[src/rtl/branch_target_buffer_pkg.sv]
// Shared hazard-unit definitions: default BTB geometry and the 2-bit
// branch predictor encoding consumed by the branch target buffer.
package branch_target_buffer_pkg;

   localparam int PC_W_DEF  = 32;
   localparam int IDX_W_DEF = 4;

   typedef enum logic [1:0] {
      CTRL_STRONG_NT = 2'b00,
      CTRL_WEAK_NT   = 2'b01,
      CTRL_WEAK_T    = 2'b10,
      CTRL_STRONG_T  = 2'b11
   } predCtrl_t;

   // The upper predictor bit alone decides the taken direction.
   function automatic logic isTaken(input logic [1:0] ctrl);
      return ctrl[1];
   endfunction

endpackage

[src/rtl/branch_target_buffer_storage.sv]
// Direct-mapped BTB entry array: async read port for fetch, sync write port
// from the branch unit. Only the valid bits are reset.
module btb_storage
   import branch_target_buffer_pkg::*;
#(
   parameter int PC_W  = PC_W_DEF,
   parameter int IDX_W = IDX_W_DEF,
   parameter int TAG_W = PC_W - IDX_W - 2
) (
   input  logic             CLK,
   input  logic             RST,
   input  logic [IDX_W-1:0] RdIdx,
   output logic             RdValid,
   output logic [TAG_W-1:0] RdTag,
   output logic [PC_W-1:0]  RdTarget,
   output logic [1:0]       RdCtrl,
   input  logic             WrEn,
   input  logic [IDX_W-1:0] WrIdx,
   input  logic [TAG_W-1:0] WrTag,
   input  logic [PC_W-1:0]  WrTarget,
   input  logic [1:0]       WrCtrl
);

   localparam int ENTRIES = 1 << IDX_W;

   logic [ENTRIES-1:0] validBits;
   logic [TAG_W-1:0]   tagArr    [ENTRIES];
   logic [PC_W-1:0]    targetArr [ENTRIES];
   logic [1:0]         ctrlArr   [ENTRIES];

   always_ff @(posedge CLK or posedge RST) begin
      if (RST) begin
         validBits <= '0;
      end else if (WrEn) begin
         validBits[WrIdx] <= 1'b1;
      end
   end

   // Payload is never reset; a cleared valid bit masks stale contents.
   always_ff @(posedge CLK) begin
      if (WrEn) begin
         tagArr[WrIdx]    <= WrTag;
         targetArr[WrIdx] <= WrTarget;
         ctrlArr[WrIdx]   <= WrCtrl;
      end
   end

   assign RdValid  = validBits[RdIdx];
   assign RdTag    = tagArr[RdIdx];
   assign RdTarget = targetArr[RdIdx];
   assign RdCtrl   = ctrlArr[RdIdx];

endmodule

[src/rtl/branch_target_buffer.sv]
// Fetch-stage branch target buffer: combinational lookup with write bypass,
// plus a one-stage register carrying hit/ctrl to the branch unit.
module branch_target_buffer
   import branch_target_buffer_pkg::*;
#(
   parameter int PC_W  = PC_W_DEF,
   parameter int IDX_W = IDX_W_DEF
) (
   input  logic            CLK,
   input  logic            RST,
   input  logic [PC_W-1:0] PcIn,
   input  logic            Stall,
   input  logic            Flush,
   input  logic            WriteEnable,
   input  logic [PC_W-1:0] WrPc,
   input  logic [PC_W-1:0] WrTarget,
   input  logic [1:0]      WrCtrl,
   output logic            HitF,
   output logic            PredTakenF,
   output logic [PC_W-1:0] PredTargetF,
   output logic            PcMatchValid,
   output logic [1:0]      CtrlIn
);

   localparam int TAG_W = PC_W - IDX_W - 2;

   logic [IDX_W-1:0] fetchIdx;
   logic [TAG_W-1:0] fetchTag;
   logic [IDX_W-1:0] wrIdx;
   logic [TAG_W-1:0] wrTag;
   logic             unusedPcLsbs;

   logic             rdValid;
   logic [TAG_W-1:0] rdTag;
   logic [PC_W-1:0]  rdTarget;
   logic [1:0]       rdCtrl;

   logic             bypass;
   logic             entValid;
   logic [TAG_W-1:0] entTag;
   logic [PC_W-1:0]  entTarget;
   logic [1:0]       entCtrl;
   logic             hitF;
   logic [1:0]       ctrlF;

   logic             matchVld_p1;
   logic [1:0]       ctrl_p1;

   assign fetchIdx     = PcIn[IDX_W+1:2];
   assign fetchTag     = PcIn[PC_W-1:IDX_W+2];
   assign wrIdx        = WrPc[IDX_W+1:2];
   assign wrTag        = WrPc[PC_W-1:IDX_W+2];
   assign unusedPcLsbs = ^{PcIn[1:0], WrPc[1:0]};

   btb_storage #(
      .PC_W  (PC_W),
      .IDX_W (IDX_W),
      .TAG_W (TAG_W)
   ) uStorage (
      .CLK      (CLK),
      .RST      (RST),
      .RdIdx    (fetchIdx),
      .RdValid  (rdValid),
      .RdTag    (rdTag),
      .RdTarget (rdTarget),
      .RdCtrl   (rdCtrl),
      .WrEn     (WriteEnable),
      .WrIdx    (wrIdx),
      .WrTag    (wrTag),
      .WrTarget (WrTarget),
      .WrCtrl   (WrCtrl)
   );

   // Same-index write in flight: present the entry as it will be after the edge.
   assign bypass    = WriteEnable && (wrIdx == fetchIdx);
   assign entValid  = bypass ? 1'b1     : rdValid;
   assign entTag    = bypass ? wrTag    : rdTag;
   assign entTarget = bypass ? WrTarget : rdTarget;
   assign entCtrl   = bypass ? WrCtrl   : rdCtrl;

   assign hitF  = !RST && entValid && (entTag == fetchTag);
   assign ctrlF = hitF ? entCtrl : CTRL_STRONG_NT;

   assign HitF        = hitF;
   assign PredTakenF  = hitF && isTaken(ctrlF);
   assign PredTargetF = hitF ? entTarget : '0;

   // Fetch -> branch-unit stage boundary
   always_ff @(posedge CLK or posedge RST) begin
      if (RST) begin
         matchVld_p1 <= 1'b0;
         ctrl_p1     <= CTRL_STRONG_NT;
      end else if (Flush) begin
         matchVld_p1 <= 1'b0;
         ctrl_p1     <= CTRL_STRONG_NT;
      end else if (!Stall) begin
         matchVld_p1 <= hitF;
         ctrl_p1     <= ctrlF;
      end
   end

   assign PcMatchValid = matchVld_p1;
   assign CtrlIn       = ctrl_p1;

endmodule

[config.mk]
export PLATFORM = sky130hd
export DESIGN_NAME = branch_target_buffer
export DESIGN_NICKNAME = d
export VERILOG_FILES = /design/src/rtl/branch_target_buffer_pkg.sv /design/src/rtl/branch_target_buffer_storage.sv /design/src/rtl/branch_target_buffer.sv
export SDC_FILE = /design/constraint.sdc
export NUM_CORES = 1
export LEC_CHECK = 0
export CORE_UTILIZATION = 61
export CTS_BUF_LIST = sky130_fd_sc_hd__clkbuf_2 sky130_fd_sc_hd__clkbuf_4 sky130_fd_sc_hd__clkbuf_8
export CTS_CLUSTER_SIZE = 40
export DETAILED_ROUTE_END_ITERATION = 10
export GPL_TIMING_DRIVEN = 1
export PLACE_DENSITY = 0.8
export SLEW_MARGIN = 0
export SYNTH_ARGS = -nofsm -noshare
export SYNTH_HDL_FRONTEND = slang
export SYNTH_SLANG_ARGS = --single-unit
[constraint.sdc]
create_clock -name CLK -period 11.2 [get_ports CLK]
set_input_delay 2.24 -clock CLK [delete_from_list [all_inputs] [get_ports CLK]]
set_output_delay 2.24 -clock CLK [all_outputs]
set_load 0.02 [all_outputs]
==> out/metrics.cfg <==
[floorplan]
top_level_ports=140
start_util_pct=62.15
core_area_sq_mm=0.06217
dieWidth_um=253.7
std_cell_rows=91
dieArea_sq_mm=0.06435
fp.dieH_um=253.7

[worst_setup_path]
path_max_fanout=36
critPathKind=in2out
cp-end-kind=primary output
cpMaxStageDelayCell=clkdlybuf4s50_1
critPathArrivalTime_ps=7580
setup.worst_path.start=WrPc[5]
path_cells=clkdlybuf4s50_1, xnor2_1, nand3_1, or2_2, buf_4, nand2_1, a32o_1, nor4_4, o2111ai_4, buf_4, a21oi_2, clkdlybuf4s50_1
startpoint_type=input pin
cp.required_ps=8960
slowest_delay_ps=820
r2r-start=uStorage.tagArr[3][16]
reg2reg_depth=8

[detailed_routing]
met3_length_um=7829
drt_iter0_drc=2347
drtAntennaViolNets=0
wl_met1_um=32110
firstDrtPassIters=7
postRouteWirelength_um=87590
top_layer_used=met5
wl_met2_um=44920
routedWlPerCell_um=29.45
routed-via-count=19452
vias_per_cell=6.541
drc=0

[placement]
gp_congestion=0.9006
dpl_cell_area_sq_mm=0.04103
dp_hpwl_um=46710
post-place-cells=2712
numPortBuffers=135

[synth]
synth_edf_count=960
synth_top_area_share_pct=74.61
ys_ff_latch=979
yosys-top-cells-area=edfxtp_1 (75%), mux4_2 (15%), mux2i_1 (1.7%), dfrtp_1 (1.2%), nand2_1 (0.88%)
synth_area_sq_mm=0.03864
synthXorXnorAreaFrac_pct=0.7027
yosys.area_share.simple_pct=2.484
synth_area_per_cell_sq_um=21.66
ys_types=59
async_reset_ff_share_pct=1.941
synth.area.mux_share_pct=16.80
synth_compound_area_share_pct=2.720
synth_top_family_by_area=multiplexers
synth-main-ff-cell=edfxtp_1
syn_nets=1887
yosysWarnings=0
synth_top_cell_by_area=edfxtp_1
synth_cells=1784
ys_seq_area_share_pct=75.84
synth_adder_area_share_pct=0

[sta]
finalHoldViolCount=0
timing.final.crit_period_ps=9819
rsz0062_at_grt=false
setup_tns_ps=0
period_share_pct=87.67
slew_headroom_pct=22.97
clock_skew_ps=18.66
worstMarginPinSlew_ps=1155
final_max_slew_viol_count=0
fmaxAchievable_ghz=0.1018
setup_viol=0

[clock_tree]
htree_levels=4
cts_tree=built
cts_resized=0
clk_latency_ps=790
clkSinkCount=979
cts_buffers=151
clock_path_buffers=3
clk_pin_slew_worst_paths_ps=60
cts_setup_buffers=0
root_buffer=clkbuf_8
hold_buffers=0

[pwr]
power.density_mw_per_mm2=168.9
max-vdd-ir-drop_mv=0.1285
power_leakage_nw=14.03
p_seq_share_pct=55.7
p_sw_share_pct=21.47
power_mw=7.413
p_clk_share_pct=37.9
comb_power_share_pct=6.3
intPower_mw=5.822
p_switching_mw=1.591

[cells_and_area]
drive_gt1_share_pct=28.54
postLayoutCellArea_sq_mm=0.04388
seq_area_sq_mm=0.02930
multi_input_area_sq_mm=0.008882
final_cell_mix=edfxtp_1 (960), mux4_2 (254), clkbuf_8 (158), clkdlybuf4s50_1 (131), nand2_1 (91)
layout_commonest_cell=edfxtp_1
areaGrowthSynthToFinish_pct=13.57
fin_nets=2131
final_cells=2974
nFillCells=3563
fin_util_pct=70.58

[global_route]
antenna_found_initial=4
grt_overflow=0
grt_pass1_vias=20062
grt_pass1_wl_um=128000
globalRouteTotalUtil_pct=28.29
grt_max_degree=113

[run_status]
outcome=finished, final reports clean

[worst_hold_path]
holdPathStages=1
hold_path_startpoint=uStorage.validBits[5]
hold_class=reg2reg

[job]
cap_violations=0

[worst max-delay path, delay by kind of cell]
kind            cells  cell delay, ps
xor+xnor            1             160
simple gates        4            1470
buf+inv             4            2520
compound gates      3            1130
[per-layer routing]
layer	GRT usage [%]	vias to the layer above
met1	36.97	10072
met3	5.726	205
li1	-	7995
met5	0	-
met2	47.05	1178
met4	11.76	2
[final timing paths]
check | to | slack, ps
setup / recovery | PredTargetF[27] | 1380
hold / removal | uStorage.validBits[5] | 460
setup reg to reg | CtrlIn[0] | 8200
hold reg to reg | uStorage.validBits[5] | 460
max in group asynchronous | uStorage.validBits[9] | 8470
min in group asynchronous | uStorage.validBits[4] | 2150
[power by group through the flow]
stage | Combinational, mW | Clock (mW) | Sequential, mW
after CTS | 0.466 | 2.85 | 4.13
final | 0.468 | 2.81 | 4.13
after global routing | 0.493 | 3.00 | 4.14
after global placement | 0.453 | 0 | 4.20
after floorplan | 0.282 | 0 | 4.20
after detailed placement | 0.464 | 0 | 4.21
[stage by stage]
step                hold WS (ps)  setup slack, ps
floorplan                  433.7             3898
global placement           445.7             1537
detailed placement         447.6             1432
CTS                        461.4             1434
global route               468.4             1242
finish                     461.9             1381
[synth_stat cells (4+ instances only)]
| cell type | number |
|---|---|
| nand3_1 | 8 |
| xor2_1 | 6 |
| edfxtp_1 | 960 |
| a21oi_1 | 12 |
| a22o_1 | 11 |
| inv_1 | 21 |
| a21oi_2 | 28 |
| nand2b_1 | 8 |
| a22oi_1 | 26 |
| or2_2 | 18 |
| mux4_2 | 254 |
| nand2_1 | 91 |
| buf_6 | 7 |
| o31ai_1 | 4 |
| buf_1 | 15 |
| o21ai_0 | 8 |
| nor3_1 | 16 |
| xnor2_1 | 25 |
| buf_2 | 33 |
| dfrtp_1 | 19 |
| a32oi_1 | 5 |
| mux2i_1 | 67 |
| nor2_1 | 25 |
| buf_4 | 8 |
| nor2b_1 | 7 |
| mux2_2 | 9 |
| clkbuf_1 | 25 |
| o22ai_1 | 7 |
| nand4_1 | 11 |
[sequential cells by signal, summed over array words and instances (netlist names)]
register            flops
CtrlIn                  2
uStorage.validBits     16
uStorage.ctrlArr       32
uStorage.targetArr    512
PcMatchValid            1
uStorage.tagArr       416
[final cells by class]
cell class              instances  area share, %
flip-flops and latches        979          66.78
multi-input cells             692          20.24
clock buffers                 207          5.794
repair buffers                180          3.884
well taps                     837          2.387
clock inverters                52         0.6844
inverters                      24         0.2082
diodes                          3        0.01711
[cells by family after synthesis]
| kind of cell | Yosys count |
|---|---|
| flops | 979 |
| mux | 330 |
| simple gates | 198 |
| compound gates | 133 |
| buf+inv | 113 |
| xor+xnor | 31 |
Note: power is estimated with default switching activity, not from simulation.
